## config.mk

```make
export PLATFORM = sky130hd
export DESIGN_NAME = vga_scan_driver
export DESIGN_NICKNAME = d
export VERILOG_FILES = /design/src/rtl/vga_scan_driver.sv
export SDC_FILE = /design/constraint.sdc
export NUM_CORES = 1
export LEC_CHECK = 0
export ABC_CLOCK_PERIOD_IN_PS = 1900
export CORE_UTILIZATION = 52
export CTS_BUF_LIST = sky130_fd_sc_hd__clkbuf_4
export DETAILED_ROUTE_END_ITERATION = 8
export PLACE_DENSITY = 0.82
export SLEW_MARGIN = 10
export SYNTH_ARGS = -nofsm -noshare
export SYNTH_HDL_FRONTEND = slang
export SYNTH_SLANG_ARGS = --single-unit
```

## constraint.sdc

```tcl
create_clock -name clk -period 1.9 [get_ports clk]
set_clock_uncertainty 0.05 [all_clocks]
set_input_delay 0.285 -clock clk [delete_from_list [all_inputs] [get_ports clk]]
set_output_delay 0.285 -clock clk [all_outputs]
set_load 0.02 [all_outputs]
```

## src/rtl/vga_scan_driver.sv

```systemverilog
// VGA raster scan generator: pixel-rate divider, h/v scan counters, sync and
// enable decode, a renderer-latency matching delay line and registered
// pixel outputs.
module vga_scan_driver #(
    parameter int unsigned H_ACTIVE = 640,
    parameter int unsigned H_FP     = 16,
    parameter int unsigned H_SYNC   = 96,
    parameter int unsigned H_BP     = 48,
    parameter int unsigned V_ACTIVE = 480,
    parameter int unsigned V_FP     = 10,
    parameter int unsigned V_SYNC   = 2,
    parameter int unsigned V_BP     = 33,
    parameter int unsigned CLK_DIV  = 2,
    parameter int unsigned PIPE_LAT = 1
) (
    input  logic       clk,
    input  logic       rst,
    output logic [9:0] xpos,
    output logic [9:0] ypos,
    input  logic [7:0] color_in,
    output logic       pix_tick,
    output logic       frame_start,
    output logic       hsync,
    output logic       vsync,
    output logic       de,
    output logic [2:0] vga_r,
    output logic [2:0] vga_g,
    output logic [1:0] vga_b
);

    localparam int unsigned H_TOTAL = H_ACTIVE + H_FP + H_SYNC + H_BP;
    localparam int unsigned V_TOTAL = V_ACTIVE + V_FP + V_SYNC + V_BP;

    localparam logic [1:0] DIV_LAST = 2'(CLK_DIV - 1);
    localparam logic [9:0] H_LAST   = 10'(H_TOTAL - 1);
    localparam logic [9:0] V_LAST   = 10'(V_TOTAL - 1);
    localparam logic [9:0] H_ACT    = 10'(H_ACTIVE);
    localparam logic [9:0] V_ACT    = 10'(V_ACTIVE);
    localparam logic [9:0] HS_FIRST = 10'(H_ACTIVE + H_FP);
    localparam logic [9:0] HS_END   = 10'(H_ACTIVE + H_FP + H_SYNC);
    localparam logic [9:0] VS_FIRST = 10'(V_ACTIVE + V_FP);
    localparam logic [9:0] VS_END   = 10'(V_ACTIVE + V_FP + V_SYNC);

    logic [1:0] div_q, div_d;
    logic       tick_q, tick_d;
    logic [9:0] hcount_q, hcount_d;
    logic [9:0] vcount_q, vcount_d;
    logic       h_wrap;

    // Control bits are carried as {in_hsync, in_vsync, active} so an all-zero
    // stage reads as blanked; the sync polarity flip happens at the output.
    logic [2:0] ctrl_raw;
    logic [2:0] ctrl_dly;
    logic       active_raw;

    logic       hsync_q, vsync_q, de_q;
    logic [7:0] rgb_q;

    // Divider next state; the strobe is registered so it is low in reset.
    always_comb begin
        div_d  = (div_q == DIV_LAST) ? '0 : div_q + 2'd1;
        tick_d = (div_q == DIV_LAST);
    end

    // Pixel-rate divider and registered pix_tick strobe.
    always_ff @(posedge clk or posedge rst) begin
        if (rst) begin
            div_q  <= '0;
            tick_q <= 1'b0;
        end else begin
            div_q  <= div_d;
            tick_q <= tick_d;
        end
    end

    // Scan counter next state: vcount steps only when hcount wraps.
    always_comb begin
        h_wrap   = (hcount_q == H_LAST);
        hcount_d = h_wrap ? '0 : hcount_q + 10'd1;
        vcount_d = vcount_q;
        if (h_wrap) begin
            vcount_d = (vcount_q == V_LAST) ? '0 : vcount_q + 10'd1;
        end
    end

    // Horizontal and vertical scan counters, advanced once per pixel tick.
    always_ff @(posedge clk or posedge rst) begin
        if (rst) begin
            hcount_q <= '0;
            vcount_q <= '0;
        end else if (tick_q) begin
            hcount_q <= hcount_d;
            vcount_q <= vcount_d;
        end
    end

    // Undelayed decode of the current scan position.
    always_comb begin
        active_raw  = (hcount_q < H_ACT) && (vcount_q < V_ACT);
        ctrl_raw    = {(hcount_q >= HS_FIRST) && (hcount_q < HS_END),
                       (vcount_q >= VS_FIRST) && (vcount_q < VS_END),
                       active_raw};
        xpos        = active_raw ? hcount_q : '0;
        ypos        = active_raw ? vcount_q : '0;
        frame_start = tick_q && (hcount_q == '0) && (vcount_q == '0);
    end

    // Delay line matching the renderer latency; zero stages is a pass-through.
    generate
        if (PIPE_LAT == 0) begin : g_nopipe
            assign ctrl_dly = ctrl_raw;
        end else begin : g_pipe
            logic [3*PIPE_LAT-1:0] pipe_q, pipe_d;
            if (PIPE_LAT == 1) begin : g_one
                assign pipe_d = ctrl_raw;
            end else begin : g_many
                assign pipe_d = {pipe_q[3*PIPE_LAT-4:0], ctrl_raw};
            end
            // Shift one position per pixel tick.
            always_ff @(posedge clk or posedge rst) begin
                if (rst) begin
                    pipe_q <= '0;
                end else if (tick_q) begin
                    pipe_q <= pipe_d;
                end
            end
            assign ctrl_dly = pipe_q[3*PIPE_LAT-1 -: 3];
        end
    endgenerate

    // Output register: delayed controls and renderer color leave together.
    always_ff @(posedge clk or posedge rst) begin
        if (rst) begin
            hsync_q <= 1'b1;
            vsync_q <= 1'b1;
            de_q    <= 1'b0;
            rgb_q   <= '0;
        end else if (tick_q) begin
            hsync_q <= ~ctrl_dly[2];
            vsync_q <= ~ctrl_dly[1];
            de_q    <= ctrl_dly[0];
            rgb_q   <= ctrl_dly[0] ? color_in : '0;
        end
    end

    assign pix_tick = tick_q;
    assign hsync    = hsync_q;
    assign vsync    = vsync_q;
    assign de       = de_q;
    assign vga_r    = rgb_q[7:5];
    assign vga_g    = rgb_q[4:2];
    assign vga_b    = rgb_q[1:0];

endmodule

```

==> metrics.yaml, run 1 <==
timing:
  rsz0062_at_grt: "true"
  period_minus_slack_ns: 2.10
  setup_violations: 24
  fmaxAchievable_ghz: 0.477
  slew_violations: 0
  finalHoldViolCount: 0
  finalCritPeriodShare_pct: 110
  setup_ws_ns: -0.195
final_layout:
  area_growth_pct: 56.0
  nFillCells: 167
  num_antenna_cells: 0
  layout-drive-gt1-share_pct: 40.9
  nNetsFinal: 310
  post-route-util_pct: 87.7
  stdcell_area_um2: 3040
logic_synthesis:
  synthCells: 209
  avgSynthCellArea_um2: 9.33
  yosysTopAreaCellShare_pct: 44.9
  async_flop_share_pct: 100
  synth_cell_types: 41
  synth_flop_cell: "dfrtp_1"
  synth-edff-count: 0
  synth_top_area_cell: "dfrtp_1"
  ys_ff_latch: 37
  synth_fp_nets: 223
  ys_seq_area_share_pct: 47.6
  synthTopCellsByArea: "dfrtp_1 45%, and2_1 4.8%, o21ai_0 4.6%"
  yosysWarnings: 0
  syn-cell-area_um2: 1950
drt:
  vias_per_cell: 6.10
  route.detailed.drc: 0
  wl_mm: 6.80
  ant_nets: 0
  wire_per_inst_um: 19.9
  num_vias: 2085
  drt_pass1_iterations: 5
  drt_iter0_markers: 228
clock_tree:
  clockBufferDepth: 2
  clk_pin_slew_ns: 0.11
  clkLatencyLatePin_ns: 0.36
  cts_root_buf: "clkbuf_4"
  cts_buffers: 5
  htree_num_levels: 2
  tritoncts: "done"
  cts_sinks: 37
  ctsHoldBuffers: 0
critical_path:
  crit_chain: "buf_4 -> nand4_1 -> nand2_2 -> nor2_4 -> buf_6 -> and2_4 -> buf_6"
  critPathMaxStageDelay_ns: 0.43
  crit_slowest_cell: "dfrtp_2"
  worstPathRequired_ns: 1.56
  r2r_slack_ns: -0.05
  cp-end-kind: "output port"
  r2r-end: "vcount_q[7]"
  crit_top_cell: "buf_6"
  critPathKind: "flop to output port"
  worstReg2RegStart: "hcount_q[7]"
  worstPathMaxFanout: 7
  cp.arrival_ns: 1.76
  critPathLaunchType: "flop"
  reg2reg_depth: 6
outcome:
  violations: "setup timing"
  status: "finished with violations"
hold_path:
  holdCritPathClass: "primary input to asynchronous set/reset pin"
global_routing:
  grt_pass1_vias: 1923
  grt.overflow.total: 0
  grt_first_pass_wirelength_mm: 9.43
  track_usage_pct: 31.1
  antenna_found_initial: 0
  grt_max_degree: 38
pwr:
  power-per-cell-area_nw_per_um2: 463
  power.leakage_nw: 1.43
  vdd_drop_max_v: 0.000415
  p_total_mw: 1.41
floorplanning:
  die_h_um: 63.2
  fp.dieW_um: 63.2
  dieArea_um2: 4000
  fp.coreArea_um2: 3470
  core.rowCount: 21
  io_pins: 43
  start_util_pct: 56.2
flow_run:
  cap_violations: 0
place:
  place_area_um2: 2630
  place.detailed.hpwl_mm: 3.55
  place_congestion: 0.842
  place.port_buffers: 41
==> cell type report <==
class	count	area, um2	share of cell area (%)
Multi-Input combinational cell	141	1070	35.2
Sequential cell	37	930	30.6
Timing Repair Buffer	92	840	27.6
Inverter	19	71.3	2.34
Tap cell	46	57.6	1.89
Clock buffer	5	37.5	1.23
Clock inverter	2	35.0	1.15
==> critical path, delay by kind of cell, from the launching register on <==
family / cells / cell delay, ns
buffers and inverters: 3 / 0.40
AND/OR/NAND/NOR: 4 / 0.57
flip-flops: 1 / 0.43
==> repair_timing <==
action                                  CTS  global route
endpoints found under the setup margin   21            29
pin swaps                                19            10
gates resized for setup                 141            38
buffers inserted                          8             8
cloned                                    1             0
==> placed cells by master, fill, tap and decap left out, types with 5 or more instances in the layout <==
cell type | synthesis | final
clkdlybuf4s50_1 | 0 | 20
buf_6 | 0 | 24
clkbuf_4 | 0 | 5
nand2_1 | 16 | 14
and2_4 | 0 | 13
buf_4 | 2 | 46
o21ai_0 | 18 | 17
inv_1 | 19 | 15
and3_1 | 5 | 5
nor3_4 | 0 | 5
nand4_1 | 9 | 9
nor2_1 | 9 | 8
xnor2_1 | 5 | 5
dfrtp_1 | 35 | 34
nand3_1 | 11 | 11
==> worst max-delay path by stage <==
stage | start | to | slack, ns
CTS | vcount_q[2] | frame_start | -0.07
floorplan | vcount_q[0] | frame_start | 0.13
global placement | hcount_q[0] | frame_start | -0.21
global route | vcount_q[1] | frame_start | -0.29
finish | vcount_q[7] | xpos[2] | -0.20
detailed placement | hcount_q[0] | frame_start | -0.33
==> through the flow <==
step	setup TNS, ns	std cells	setup slack (ns)	hold slack, ns
floorplan	0	209	0.127	0.338
CTS	-0.272	335	-0.0652	0.301
finish	-3.20	342	-0.195	0.279
global route	-3.72	342	-0.288	0.335
global placement	-1.58	319	-0.209	0.342
detailed placement	-2.83	319	-0.328	0.359
==> cells in the mapped netlist (2+ instances only) <==
| library cell | count |
|---|---|
| a21oi_1 | 3 |
| a31oi_1 | 4 |
| and2_1 | 15 |
| and3_1 | 5 |
| and4_1 | 3 |
| buf_2 | 3 |
| buf_4 | 2 |
| clkbuf_1 | 6 |
| dfrtp_1 | 35 |
| dfstp_2 | 2 |
| ha_1 | 4 |
| inv_1 | 19 |
| mux2_2 | 4 |
| nand2_1 | 16 |
| nand3_1 | 11 |
| nand4_1 | 9 |
| nand4b_1 | 2 |
| nor2_1 | 9 |
| nor2b_1 | 2 |
| nor3_1 | 9 |
| o21ai_0 | 18 |
| o22ai_1 | 2 |
| or2_1 | 2 |
| xnor2_1 | 5 |
| xor2_1 | 3 |
==> where the power goes <==
part | internal [mW] | switching, mW | leakage, nW
clock network | 0.268 | 0.267 | 0.0410
logic | 0.0349 | 0.0401 | 0.928
registers | 0.796 | 0.00445 | 0.465
total | 1.10 | 0.311 | 1.43
==> flip-flops by register name, summed over array words and instances (netlist names) <==
| signal | cells |
|---|---|
| hcount_q | 10 |
| vcount_q | 10 |
| rgb_q | 8 |
| ctrl_dly | 3 |
| div_q | 2 |
| de | 1 |
| hsync | 1 |
| pix_tick | 1 |
| vsync | 1 |
==> logic make-up after synthesis <==
kind of cell | Yosys count | share of synthesized area [%]
mux | 6 | 3.40
xor+xnor | 8 | 3.59
buf+inv | 31 | 6.54
compound gates | 31 | 9.17
simple gates | 91 | 26.9
flops | 37 | 47.6
other cells | 1 | 0.192
fa+ha+maj | 4 | 2.57
==> routing by layer <==
layer  track usage [%]  part of all wire, %  vias to the layer above
li1                  -                    -                      894
met1              38.7                   38                     1005
met2              51.2                   47                      139
met3              5.07                  8.1                       47
met4              17.3                  6.1                        0
met5                 0                    0                        -
Power figures use the tool's default switching activity.
==> inputs of run 2 (changes only) <==
HOLD_SLACK_MARGIN = 0.02   (was default)
==> results of run 2 <==
The final DEF is identical to that of run 1; final timing and power are the same.
==> inputs of run 3 (changes only) <==
CAP_MARGIN = 10   (was default)
CTS_CLUSTER_SIZE = 8   (was default)
==> results of run 3 <==
The final DEF is identical to that of run 1; final timing and power are the same.
